`config.mk`:
```
export PLATFORM = sky130hd
export DESIGN_NAME = shift_op_sequencer
export DESIGN_NICKNAME = d
export VERILOG_FILES = /design/src/rtl/shift_pkg.sv /design/src/rtl/shift_left_core.sv /design/src/rtl/shift_op_sequencer.sv
export SDC_FILE = /design/constraint.sdc
export NUM_CORES = 1
export LEC_CHECK = 0
export BUFFER_PORTS_ARGS = -buffer_cell sky130_fd_sc_hd__buf_2
export CELL_PAD_IN_SITES_DETAIL_PLACEMENT = 0
export CELL_PAD_IN_SITES_GLOBAL_PLACEMENT = 1
export CORE_ASPECT_RATIO = 1.75
export CORE_MARGIN = 2
export CORE_UTILIZATION = 43
export DETAILED_ROUTE_END_ITERATION = 16
export PLACE_DENSITY = 0.8
export SLEW_MARGIN = 20
export SYNTH_ARGS = -nofsm -noshare
export SYNTH_HDL_FRONTEND = slang
export SYNTH_SLANG_ARGS = --single-unit
```
`constraint.sdc`:
```
create_clock -name clk -period 9.7 [get_ports clk]
set_input_delay 1.94 -clock clk [delete_from_list [all_inputs] [get_ports clk]]
set_output_delay 1.94 -clock clk [all_outputs]
set_load 0.03 [all_outputs]
```
`src/rtl/shift_pkg.sv`:
```
// Shared types, widths and the bit-reverse helper for the shift-op sequencer.
package shift_pkg;

  localparam int W     = 32;
  localparam int AMT_W = 5;

  typedef enum logic [2:0] {
    OP_LSL = 3'd0,
    OP_LSR = 3'd1,
    OP_ASR = 3'd2,
    OP_ROL = 3'd3,
    OP_ROR = 3'd4
  } shift_op_t;

  typedef enum logic [1:0] {
    IDLE   = 2'd0,
    PASS_A = 2'd1,
    PASS_B = 2'd2,
    DONE   = 2'd3
  } seq_state_t;

  function automatic logic [W-1:0] rev32(input logic [W-1:0] x);
    logic [W-1:0] r;
    for (int i = 0; i < W; i++) begin
      r[i] = x[W-1-i];
    end
    return r;
  endfunction

endpackage

```
`src/rtl/shift_left_core.sv`:
```
// Combinational 32-bit zero-fill left barrel shifter, five mux stages (1,2,4,8,16).
module shift_left_core
  import shift_pkg::*;
(
  input  logic [W-1:0]     din,
  input  logic [AMT_W-1:0] amt,
  output logic [W-1:0]     dout
);

  logic [W-1:0] st1_s, st2_s, st4_s, st8_s;

  // Log-depth shift stages, each conditionally shifting by a power of two.
  always_comb begin
    st1_s = amt[0] ? {din[W-2:0],    1'b0}  : din;
    st2_s = amt[1] ? {st1_s[W-3:0],  2'b0}  : st1_s;
    st4_s = amt[2] ? {st2_s[W-5:0],  4'b0}  : st2_s;
    st8_s = amt[3] ? {st4_s[W-9:0],  8'b0}  : st4_s;
    dout  = amt[4] ? {st8_s[W-17:0], 16'b0} : st8_s;
  end

endmodule

```
`src/rtl/shift_op_sequencer.sv`:
```
// Runs LSL/LSR/ASR/ROL/ROR over one shared left shifter in one or two passes.
// Optional carry output is enabled by defining SHIFT_CARRY_EN.
module shift_op_sequencer
  import shift_pkg::*;
(
  input  logic             clk,
  input  logic             reset,
  input  logic             in_valid,
  output logic             in_ready,
  input  logic [2:0]       in_op,
  input  logic [W-1:0]     in_data,
  input  logic [AMT_W-1:0] in_amt,
  output logic             out_valid,
  input  logic             out_ready,
  output logic [W-1:0]     out_data,
`ifdef SHIFT_CARRY_EN
  output logic             out_carry,
`endif
  output logic             out_err
);

  seq_state_t       state_r;
  logic [2:0]       op_r;
  logic [W-1:0]     data_r;
  logic [AMT_W-1:0] amt_r;
  logic [W-1:0]     partial_r;

  logic [AMT_W-1:0] amt_inv_s;
  logic [W-1:0]     sh_in_s;
  logic [AMT_W-1:0] sh_amt_s;
  logic [W-1:0]     sh_out_s;
  logic [W-1:0]     pass_a_res_s;
  logic [W-1:0]     pass_b_res_s;
  logic             two_pass_s;
  logic             err_s;

  assign amt_inv_s  = 5'd0 - amt_r;
  assign err_s      = (op_r > 3'd4);
  assign two_pass_s = (amt_r != 5'd0) &&
                      ((op_r == OP_ASR) || (op_r == OP_ROL) || (op_r == OP_ROR));

  // Shifter input mux: right shifts go through the left shifter bit-reversed.
  always_comb begin
    sh_in_s  = data_r;
    sh_amt_s = amt_r;
    if (state_r == PASS_B) begin
      case (op_r)
        OP_ASR:  begin sh_in_s = {W{1'b1}};     sh_amt_s = amt_r;     end
        OP_ROL:  begin sh_in_s = rev32(data_r); sh_amt_s = amt_inv_s; end
        OP_ROR:  begin sh_in_s = rev32(data_r); sh_amt_s = amt_r;     end
        default: begin sh_in_s = data_r;        sh_amt_s = amt_r;     end
      endcase
    end else begin
      case (op_r)
        OP_LSR,
        OP_ASR:  begin sh_in_s = rev32(data_r); sh_amt_s = amt_r;     end
        OP_ROR:  begin sh_in_s = data_r;        sh_amt_s = amt_inv_s; end
        default: begin sh_in_s = data_r;        sh_amt_s = amt_r;     end
      endcase
    end
  end

  shift_left_core u_core (
    .din  (sh_in_s),
    .amt  (sh_amt_s),
    .dout (sh_out_s)
  );

  // Per-pass result shaping; illegal opcodes collapse to zero.
  always_comb begin
    case (op_r)
      OP_LSL, OP_ROL, OP_ROR: pass_a_res_s = sh_out_s;
      OP_LSR, OP_ASR:         pass_a_res_s = rev32(sh_out_s);
      default:                pass_a_res_s = {W{1'b0}};
    endcase
    case (op_r)
      OP_ASR:         pass_b_res_s = partial_r | (data_r[W-1] ? ~rev32(sh_out_s) : {W{1'b0}});
      OP_ROL, OP_ROR: pass_b_res_s = partial_r | rev32(sh_out_s);
      default:        pass_b_res_s = partial_r;
    endcase
  end

`ifdef SHIFT_CARRY_EN
  logic [AMT_W-1:0] idx_lo_s;
  logic             carry_s;

  assign idx_lo_s = amt_r - 5'd1;

  // Last bit shifted out, taken from the operand or the finished result.
  always_comb begin
    if ((amt_r == 5'd0) || err_s) begin
      carry_s = 1'b0;
    end else begin
      case (op_r)
        OP_LSL:         carry_s = data_r[amt_inv_s];
        OP_LSR, OP_ASR: carry_s = data_r[idx_lo_s];
        OP_ROL:         carry_s = partial_r[0];
        OP_ROR:         carry_s = partial_r[W-1];
        default:        carry_s = 1'b0;
      endcase
    end
  end
`endif

  // Sequencer FSM with registered handshake and result outputs.
  always_ff @(posedge clk) begin
    if (reset) begin
      state_r   <= IDLE;
      in_ready  <= 1'b1;
      out_valid <= 1'b0;
      out_data  <= {W{1'b0}};
      out_err   <= 1'b0;
`ifdef SHIFT_CARRY_EN
      out_carry <= 1'b0;
`endif
      op_r      <= 3'd0;
      data_r    <= {W{1'b0}};
      amt_r     <= {AMT_W{1'b0}};
      partial_r <= {W{1'b0}};
    end else begin
      case (state_r)
        IDLE: begin
          if (in_valid && in_ready) begin
            op_r     <= in_op;
            data_r   <= in_data;
            amt_r    <= in_amt;
            in_ready <= 1'b0;
            state_r  <= PASS_A;
          end
        end
        PASS_A: begin
          partial_r <= pass_a_res_s;
          state_r   <= two_pass_s ? PASS_B : DONE;
        end
        PASS_B: begin
          partial_r <= pass_b_res_s;
          state_r   <= DONE;
        end
        DONE: begin
          // First DONE cycle publishes the result; it then holds until taken.
          if (!out_valid) begin
            out_valid <= 1'b1;
            out_data  <= partial_r;
            out_err   <= err_s;
`ifdef SHIFT_CARRY_EN
            out_carry <= carry_s;
`endif
          end else if (out_ready) begin
            out_valid <= 1'b0;
            in_ready  <= 1'b1;
            state_r   <= IDLE;
          end
        end
        default: begin
          state_r  <= IDLE;
          in_ready <= 1'b1;
        end
      endcase
    end
  end

endmodule

```
==> out/results.ini, run 1 <==
[status]
status = finished, final reports clean

[drt]
drt_wl_total_um = 28700
drt_first_iter_violations = 602
drt_first_pass_iters = 5
top_layer_used = met4
via_per_inst = 6.46
drc_errors = 0
wl_met2_um = 14400
wl_met3_um = 1130
antenna_left = 0
wl_met1_um = 11000
vias = 8752
wire_per_inst_um = 21.2

[synth]
syn_area_um2 = 8560
synth_ff_type = dfxtp_1
netlist-cell-type-count = 88
yosysWarningCount = 0
synth_top_area_share_pct = 25.5
synth_top_family_by_area = compound AO/OA/AOI/OAI gates
avgSynthCellArea_um2 = 7.89
synth_edf_count = 0
synth_fp_nets = 1136
synth_compound_area_share_pct = 29.8
synthCells = 1086
muxShareOfSynthArea_pct = 16.2
ys_seq_area_share_pct = 25.5
synth_top_cell_by_area = dfxtp_1
synthArstFlopShare_pct = 0
synthSimpleGateAreaFrac_pct = 20.7
ys_ff_latch = 109
synth_area_leaders = dfxtp_1 (25%), nand2_1 (9.6%), mux4_2 (8.2%)
synth_xor_area_share_pct = 0.599
synth-adder-area-share_pct = 0.877

[cts]
cts_root_buffer = clkbuf_16
htree_levels = 3
cts_tree = built
cts_setup_buffers = 0
numCtsBuffers = 9
clk_pin_slew_ns = 0.08
cts_resized = 0
clock_path_buffers = 2
cts-hold-fix-buffers = 0
worstSkewPairLatency_ns = 0.38
numClockSinks = 109

[critical_path]
start_kind = flip-flop
worstPathMaxFanout = 41
crit_required_ns = 9.97
worst-r2r-setup-slack_ns = 4.70
crit_arrival_ns = 5.27
critPathCaptureType = flip-flop
worstSetupPathType = flip-flop to flip-flop

[pwr]
pwr-share-seq_pct = 22.6
power_frac_comb_pct = 64.1
internal-power_mw = 1.39
clkPwrFrac_pct = 13.3
total_power_mw = 2.75
powerDensity_nw_per_um2 = 296
peakVddDrop_uv = 126
p_leak_nw = 3.45
p_sw_mw = 1.36
sw_frac_of_total_pct = 49.6

[sta]
period_minus_slack_ns = 5.00
worst_slew_pin_slew_ns = 1.13
rsz0062_at_grt = no
drv_slew = 0
final_hold_viol_count = 0
setup-violations-final = 0
finalCritPeriodShare_pct = 51.5
max_freq_mhz = 200
slew_headroom_pct = 24.0
fin_tns_setup_ns = 0
skew_ns = 0.0114

[flow_run]
max_cap_violations = 0

[die]
die_h_um = 191
core-area_um2 = 19700
initial_utilization_pct = 43.6
rows = 68
chipWidth_um = 111
dieArea_um2 = 21100
boundaryPins = 79

[placed_design]
place_hpwl_um = 21300
place.gp.congestion = 0.984
dp.cells = 1339
dpl_cell_area_um2 = 9010
io_buffers = 78

[final_layout]
area_delta_synth_final_pct = 8.40
nNetsFinal = 1155
stdcell_count = 1355
final_area_um2 = 9280
n_antenna_cell = 0
drive_above_1_share_pct = 18.7

[worst_hold_path]
min_path_type = flip-flop to flip-flop

[grt]
grt_pass1_vias = 8167
grt_max_degree = 61
grt_overflow = 0
grt.total_usage_pct = 26.8
grt_first_pass_wirelength_um = 45300
antenna_found_initial = 0

[worst max-delay path, cell delays in order, from the launching register on]
cell,delay [ns]
dfxtp_1,0.33
inv_1,0.11
ha_1,0.15
buf_4,0.40
nand2b_1,0.67
and3_1,0.81
a22oi_1,0.21
o221a_2,0.22
mux4_2,0.58
mux2i_1,0.21
mux2i_1,0.09
o21ai_0,0.65
nor2_1,0.08
o311a_1,0.34
[logic make-up (layout without fill, tap and decap cells)]
family,after synthesis,in the layout
multiplexers,98,98
adder cells (fa/ha/maj),6,6
XOR/XNOR,5,5
AND/OR/NAND/NOR,404,404
flip-flops,109,109
AO/OA/AOI/OAI,350,350
buffers and inverters,114,138
[state kept, by name, summed over array words and instances, names as in the netlist, 2 cells and up]
name / flops
amt_r: 5
state_r: 2
partial_r: 32
out_data: 32
op_r: 3
data_r: 32
[power by group through the flow]
stage                     combinational [mW]  clock (mW)  sequential, mW
after floorplan                         1.30           0           0.603
after global placement                  1.71           0           0.627
after detailed placement                1.72           0           0.629
after CTS                               1.73       0.372           0.619
after global routing                    1.89       0.389           0.631
final                                   1.76       0.366           0.621
[Yosys cell counts (4+ instances only)]
cell type,number
and3_1,7
a32oi_1,10
nor2b_1,6
a211oi_1,20
buf_4,6
mux4_2,31
a221o_1,4
o31ai_1,8
o2111ai_1,5
o21ai_0,28
a22oi_1,14
nand2_1,218
mux2_2,10
nand2b_1,14
o22ai_1,6
nor2_1,86
buf_1,10
a2111oi_0,8
buf_2,20
nor3_1,19
a211o_1,6
a221oi_1,10
and2_1,5
or3_1,4
nand3_1,19
a21oi_1,116
o32ai_1,10
mux2i_1,53
o221ai_1,17
mux2_1,4
o221a_2,22
o211ai_1,11
dfxtp_1,109
buf_6,6
o22a_1,6
ha_1,6
clkbuf_1,51
inv_1,19
a31oi_1,7
or2_2,4
[layer usage]
layer / global-route usage, % / vias to the layer above
met5: 0 / -
met4: 19.2 / 0
met3: 2.92 / 122
met2: 47.6 / 363
met1: 29.5 / 4158
li1: - / 4109
[per-stage QoR]
step                util [%]  hold slack, ns  setup slack [ns]
detailed placement      45.8           0.446              4.78
finish                  47.2           0.452              4.70
floorplan                  -           0.432              5.17
CTS                     47.2           0.457              4.75
global route            47.2           0.468              4.43
global placement        45.8           0.440              4.88
[worst paths after layout]
| kind | startpoint | endpoint | cells past startpoint |
|---|---|---|---|
| worst max-delay path | state_r[0] | partial_r[24] | 13 |
| worst min-delay path | out_data[7] | out_data[7] | 2 |
| worst max register to register | state_r[0] | partial_r[24] | 13 |
| worst min register to register | out_data[7] | out_data[7] | 2 |
[layout make-up]
type	count	area, um^2
clock inverters	5	43.8
clock buffers	11	233
multi-input cells	863	5870
repair buffers	103	578
fillers	1983	10400
inverters	19	71.3
well taps	245	307
flip-flops and latches	109	2180
[cells in the final DEF (no fill, tap or decap), types with 9 or more instances in the layout]
cell type	synthesis	layout
a211oi_1	20	20
a21oi_1	116	116
a221oi_1	10	10
a22oi_1	14	14
a32oi_1	10	10
buf_2	20	78
buf_4	6	25
clkbuf_16	0	9
dfxtp_1	109	108
inv_1	19	19
mux2_2	10	10
mux2i_1	53	53
mux4_2	31	31
nand2_1	218	218
nand2b_1	14	14
nand3_1	19	19
nor2_1	86	86
nor3_1	19	19
o211ai_1	11	11
o21ai_0	28	27
o221a_2	22	22
o221ai_1	17	16
o32ai_1	10	10
Power figures use the tool's default switching activity.
==> run 2: changes to the inputs <==
--- a/config.mk
+++ b/config.mk
@@ -5,14 +5,15 @@
 export SDC_FILE = /design/constraint.sdc
 export NUM_CORES = 1
 export LEC_CHECK = 0
+export ABC_AREA = 1
 export BUFFER_PORTS_ARGS = -buffer_cell sky130_fd_sc_hd__buf_2
 export CELL_PAD_IN_SITES_DETAIL_PLACEMENT = 0
 export CELL_PAD_IN_SITES_GLOBAL_PLACEMENT = 1
 export CORE_ASPECT_RATIO = 1.75
 export CORE_MARGIN = 2
-export CORE_UTILIZATION = 43
+export CORE_UTILIZATION = 42
 export DETAILED_ROUTE_END_ITERATION = 16
-export PLACE_DENSITY = 0.8
+export PLACE_DENSITY = 0.83
 export SLEW_MARGIN = 20
 export SYNTH_ARGS = -nofsm -noshare
 export SYNTH_HDL_FRONTEND = slang
==> constraint.sdc (replaced) <==
create_clock -name clk -period 4.75 [get_ports clk]
set_input_delay 0.95 -clock clk [delete_from_list [all_inputs] [get_ports clk]]
set_output_delay 0.95 -clock clk [all_outputs]
set_load 0.03 [all_outputs]
==> out/results.ini, run 2 <==
[status]
status = finished, final reports clean

[synth]
synth-adder-area-share_pct = 0.921
synthCells = 1368
ys_ff_latch = 109
synth_fp_nets = 1418
ys_top_cells_by_count = nand3_1 (374), nand2_1 (298), a21oi_1 (138)
avgSynthCellArea_um2 = 5.96
synthArstFlopShare_pct = 0
synth_edf_count = 0
synth_most_common_cell = nand3_1
synth_ff_type = dfxtp_1
muxShareOfSynthArea_pct = 0
synth_top_family_by_area = simple AND/OR/NAND/NOR gates
synth_xor_area_share_pct = 0.307
synth_top_cell_by_area = dfxtp_1
yosysWarningCount = 0
synth_top_area_share_pct = 26.8
syn_area_um2 = 8150
synthSimpleGateAreaFrac_pct = 43.8
ys_seq_area_share_pct = 26.8
synth_area_leaders = dfxtp_1 (27%), nand3_1 (23%), nand2_1 (14%)
netlist-cell-type-count = 34
synth_compound_area_share_pct = 17.1

[die]
rows = 67
chipWidth_um = 109
core-area_um2 = 19100
dieArea_um2 = 20600
die_h_um = 188
initial_utilization_pct = 42.6
boundaryPins = 79

[drt]
drc_errors = 0
vias = 9215
via_per_inst = 5.67
wire_per_inst_um = 17.8
drt_first_pass_iters = 5
drt_first_iter_violations = 636
antenna_left = 0
drt_wl_total_um = 28900

[placed_design]
io_buffers = 78
place.gp.congestion = 0.988
place_hpwl_um = 20900

[cts]
numCtsBuffers = 9
cts_setup_buffers = 0
numClockSinks = 109
clock_path_buffers = 2
cts_tree = built
cts-hold-fix-buffers = 0
cts_resized = 0
cts_root_buffer = clkbuf_16
clk_pin_slew_ns = 0.08
worstSkewPairLatency_ns = 0.38
htree_levels = 3

[final_layout]
n_antenna_cell = 0
layout_commonest_cell = nand3_1
drive_above_1_share_pct = 11.6
top_regs = data_r x32, out_data x32, partial_r x32
nNetsFinal = 1428
area_delta_synth_final_pct = 8.87
final_cell_mix = nand3_1 (373), nand2_1 (297), a21oi_1 (138)

[critical_path]
cp_slowest_stage_delay_ns = 0.56
crit_required_ns = 5.03
worstPathMaxFanout = 33
crit_top_cell = nand2_1
slowest_stage = inv_1
start_kind = flip-flop
crit_arrival_ns = 3.61
critPathCaptureType = flip-flop
path_cells = buf_4 -> clkinv_1 -> ha_1 -> nand2_1 -> nor2_1 -> ha_1 -> inv_1 -> o211ai_1 -> nand2_2 -> inv_1 -> nand2_1 -> nand3_1 -> o21ai_1 -> nand2_1 -> nand3_1 -> nand2_1 -> inv_1
worstSetupPathType = flip-flop to flip-flop

[pwr]
clkPwrFrac_pct = 10.0
peakVddDrop_uv = 366
total_power_mw = 7.77
p_sw_mw = 4.62
sw_frac_of_total_pct = 59.4
internal-power_mw = 3.16
power_frac_comb_pct = 73.0
p_leak_nw = 4.20
powerDensity_nw_per_um2 = 876
pwr-share-seq_pct = 17.1

[flow_run]
max_cap_violations = 0

[grt]
grt_pass1_vias = 8624
grt_first_pass_wirelength_um = 45700
grt_max_degree = 66
grt.total_usage_pct = 28.4
grt_overflow = 0
antenna_found_initial = 0

[sta]
fin_tns_setup_ns = 0
setup-violations-final = 0
drv_slew = 0
rsz0062_at_grt = no
finalCritPeriodShare_pct = 70.2
max_freq_mhz = 300
final_hold_viol_count = 0
skew_ns = 0.0145
worst_slew_pin_slew_ns = 1.05
period_minus_slack_ns = 3.34
slew_headroom_pct = 29.6

[worst_hold_path]
min_path_type = flip-flop to flip-flop

==> run 2: cell type report <==
type / instances / area [um^2]
Multi-Input combinational cell: 1043 / 5100
Timing Repair Buffer: 99 / 561
Sequential cell: 109 / 2180
Tap cell: 241 / 302
Fill cell: 2129 / 10200
Clock buffer: 10 / 239
Inverter: 116 / 435
Clock inverter: 6 / 53.8
==> run 2: power groups by stage <==
stage                     registers (mW)  clock network (mW)  logic [mW]
after floorplan                     1.42                   0        4.07
after global placement              1.34                   0        5.60
after detailed placement            1.34                   0        5.62
after CTS                           1.33               0.797        5.63
after global routing                1.36               0.830        6.29
final                               1.33               0.775        5.67
==> run 2: worst paths after layout <==
check	startpoint	endpoint	slack (ns)	depth (start not counted)
min	partial_r[31]	out_data[31]	0.47	2
min reg2reg	partial_r[31]	out_data[31]	0.47	2
max	amt_r[0]	partial_r[22]	1.41	17
max reg2reg	amt_r[0]	partial_r[22]	1.41	17
==> run 2: stage by stage <==
stage / instance area, um^2 / util [%] / setup WS [ns] / std cells / hold WS, ns
6_report: 8870 / 46.4 / 1.41 / 1624 / 0.472
3_5_place_dp: 8560 / 44.8 / 1.43 / 1607 / 0.464
5_1_grt: 8870 / 46.4 / 1.19 / 1624 / 0.501
2_1_floorplan: 8150 / - / 1.96 / 1368 / 0.441
3_3_place_gp: 8560 / 44.8 / 1.52 / 1607 / 0.460
4_1_cts: 8850 / 46.3 / 1.42 / 1623 / 0.475
==> run 2: logic make-up after synthesis <==
family	count (synthesis)
flip-flops	109
AND/OR/NAND/NOR	768
adder cells (fa/ha/maj)	6
AO/OA/AOI/OAI	267
XOR/XNOR	2
buffers and inverters	216
==> run 2: layer usage <==
metal  up-vias  share of wire, %  global-route usage, %
met5         -                 0                      0
met4         0               5.1                   14.8
met3        66               4.4                   4.25
met2       262                51                   48.9
met1      4244                40                   33.2
li1       4643                 -                      -
==> run 2: worst max-delay path: cells and delay by family, from the launching register on <==
kind / cells / cell delay [ns]
fa+ha+maj: 2 / 0.51
simple gates: 8 / 0.98
flops: 1 / 0.31
buf+inv: 5 / 1.14
compound gates: 2 / 0.29
==> run 3: changes to the inputs <==
--- a/config.mk
+++ b/config.mk
@@ -11,9 +11,9 @@
 export CELL_PAD_IN_SITES_GLOBAL_PLACEMENT = 1
 export CORE_ASPECT_RATIO = 1.75
 export CORE_MARGIN = 2
-export CORE_UTILIZATION = 42
+export CORE_UTILIZATION = 38
 export DETAILED_ROUTE_END_ITERATION = 16
-export PLACE_DENSITY = 0.83
+export PLACE_DENSITY = 0.8
 export SLEW_MARGIN = 20
 export SYNTH_ARGS = -nofsm -noshare
 export SYNTH_HDL_FRONTEND = slang
==> constraint.sdc (replaced) <==
create_clock -name clk -period 2.7 [get_ports clk]
set_input_delay 0.54 -clock clk [delete_from_list [all_inputs] [get_ports clk]]
set_output_delay 0.54 -clock clk [all_outputs]
set_load 0.03 [all_outputs]
==> out/results.ini, run 3 (synthesized netlist as in run 2, its figures left out) <==
[critical_path]
worstSetupPathType = flip-flop to flip-flop
crit_required_ns = 3.01
path_cells = inv_1 -> ha_4 -> buf_4 -> nand2_2 -> o21ai_4 -> o21ai_2 -> inv_2 -> buf_4 -> nand2_1 -> and2_1 -> nand3_1 -> o22ai_2 -> nand2_1 -> a21oi_1
slowest_stage = dfxtp_1
cp_slowest_stage_delay_ns = 0.34
ff2ff_path_depth = 14
worstPathMaxFanout = 12
critPathCaptureType = flip-flop
start_kind = flip-flop
crit_arrival_ns = 2.92

[pwr]
peakVddDrop_uv = 538
total_power_mw = 15.5
powerDensity_nw_per_um2 = 1580
p_leak_nw = 4.67

[die]
core-area_um2 = 21000
chipWidth_um = 115
rows = 70
die_h_um = 198
dieArea_um2 = 22700
boundaryPins = 79
initial_utilization_pct = 38.8

[cts]
cts_tree = built
numClockSinks = 109
worstSkewPairLatency_ns = 0.38
clock_path_buffers = 2
clk_pin_slew_ns = 0.09
numCtsBuffers = 9
cts-hold-fix-buffers = 0
htree_levels = 3
cts_root_buffer = clkbuf_16

[final_layout]
final_cell_mix = nand3_1 (350), nand2_1 (286), a21oi_1 (135)
layout_commonest_cell = nand3_1
top_regs = data_r x32, out_data x32, partial_r x32
fin_util_pct = 46.9
n_fill_cell = 2268
stdcell_count = 1704
area_delta_synth_final_pct = 20.9
nNetsFinal = 1497
n_antenna_cell = 0
drive_above_1_share_pct = 19.4

[sta]
max_freq_mhz = 384
worst_slew_pin_slew_ns = 0.872
finalCritPeriodShare_pct = 96.6
setup-violations-final = 0
period_minus_slack_ns = 2.61
skew_ns = 0.0150
drv_slew = 0
worst_slack_ns = 0.0926
rsz0062_at_grt = yes
hold_ws_ns = 0.436
slew_headroom_pct = 41.8
final_hold_viol_count = 0

[grt]
grt_first_pass_wirelength_um = 47500
grt_pass1_vias = 8790
grt.total_usage_pct = 26.7
grt_overflow = 0
grt_max_degree = 66
antenna_found_initial = 0

[drt]
drt_wl_total_um = 30600
drt_first_pass_iters = 7
drc_errors = 0
drt_first_iter_violations = 624
via_per_inst = 5.56
wire_per_inst_um = 17.9
antenna_left = 0
vias = 9469

[placed_design]
dp.cells = 1681
io_buffers = 78
place_hpwl_um = 22600
place.gp.congestion = 0.980
dp_worst_setup_slack_ns = 0.0435

[status]
status = finished, final reports clean

[flow_run]
max_cap_violations = 0

[worst_hold_path]
min_path_type = input pin to flip-flop
hold_path_depth = 3

## run 3: cell types whose count changed in the layout (fill, tap and decap cells not counted), moves of 5 or more
cell,change
buf_4,+49
nand3_1,-23
nand3_2,+22
buf_12,+13
nand2_1,-11
nand2_2,+11
nor2_1,-5
nor2_2,+5
## run 3: timing repair
action | in CTS | in global routing
hold endpoints to repair | 0 | 0
setup buffers | 0 | 4
cloned | 0 | 3
resized for setup | 1 | 63
setup endpoints to repair | 1 | 32
pin swaps | 0 | 8
## run 3: final timing paths
kind	start	to	slack (ns)
worst min register to register	partial_r[4]	out_data[4]	0.48
worst max register to register	state_r[0]	partial_r[26]	0.09
worst min-delay path	in_amt[2]	amt_r[2]	0.44
worst max-delay path	state_r[0]	partial_r[26]	0.09
## run 3: layout make-up
type	instances	area (um^2)	share of cell area (%)
Tap cell	252	315	3.20
Timing Repair Buffer	166	1260	12.8
Clock inverter	7	75.1	0.762
Sequential cell	109	2190	22.2
Inverter	116	438	4.45
Clock buffer	9	225	2.29
Multi-Input combinational cell	1045	5350	54.3
## run 3: through the flow
step | instance area, um^2 | setup TNS (ns)
after floorplan | 8150 | 0
after global placement | 9220 | 0
after detailed placement | 9220 | 0
after CTS | 9520 | 0
after global routing | 9850 | -0.0645
final | 9850 | 0
## run 3: per-layer routing
metal | part of all wire [%] | wire [um] | GRT usage, % | vias to the layer above
met1 | 40 | 12300 | 31.1 | 4415
li1 | - | - | - | 4791
met5 | 0 | 0 | 0 | -
met4 | 5.1 | 1560 | 13.4 | 0
met3 | 3.0 | 922 | 2.85 | 60
met2 | 52 | 15800 | 47.8 | 203
## run 3: power by group
group	switching, mW	total [mW]	internal [mW]
registers	0.258	2.32	2.06
clock network	0.716	1.37	0.657
logic	7.79	11.9	4.07
## run 3: worst max-delay path, delay by kind of cell (launching register included)
| kind | cells | cell delay (ns) |
|---|---|---|
| and+or+nand+nor | 5 | 0.74 |
| AOI/OAI and AO/OA | 4 | 0.71 |
| buffers and inverters | 4 | 0.56 |
| DFF | 1 | 0.34 |
| adders and majority gates | 1 | 0.19 |
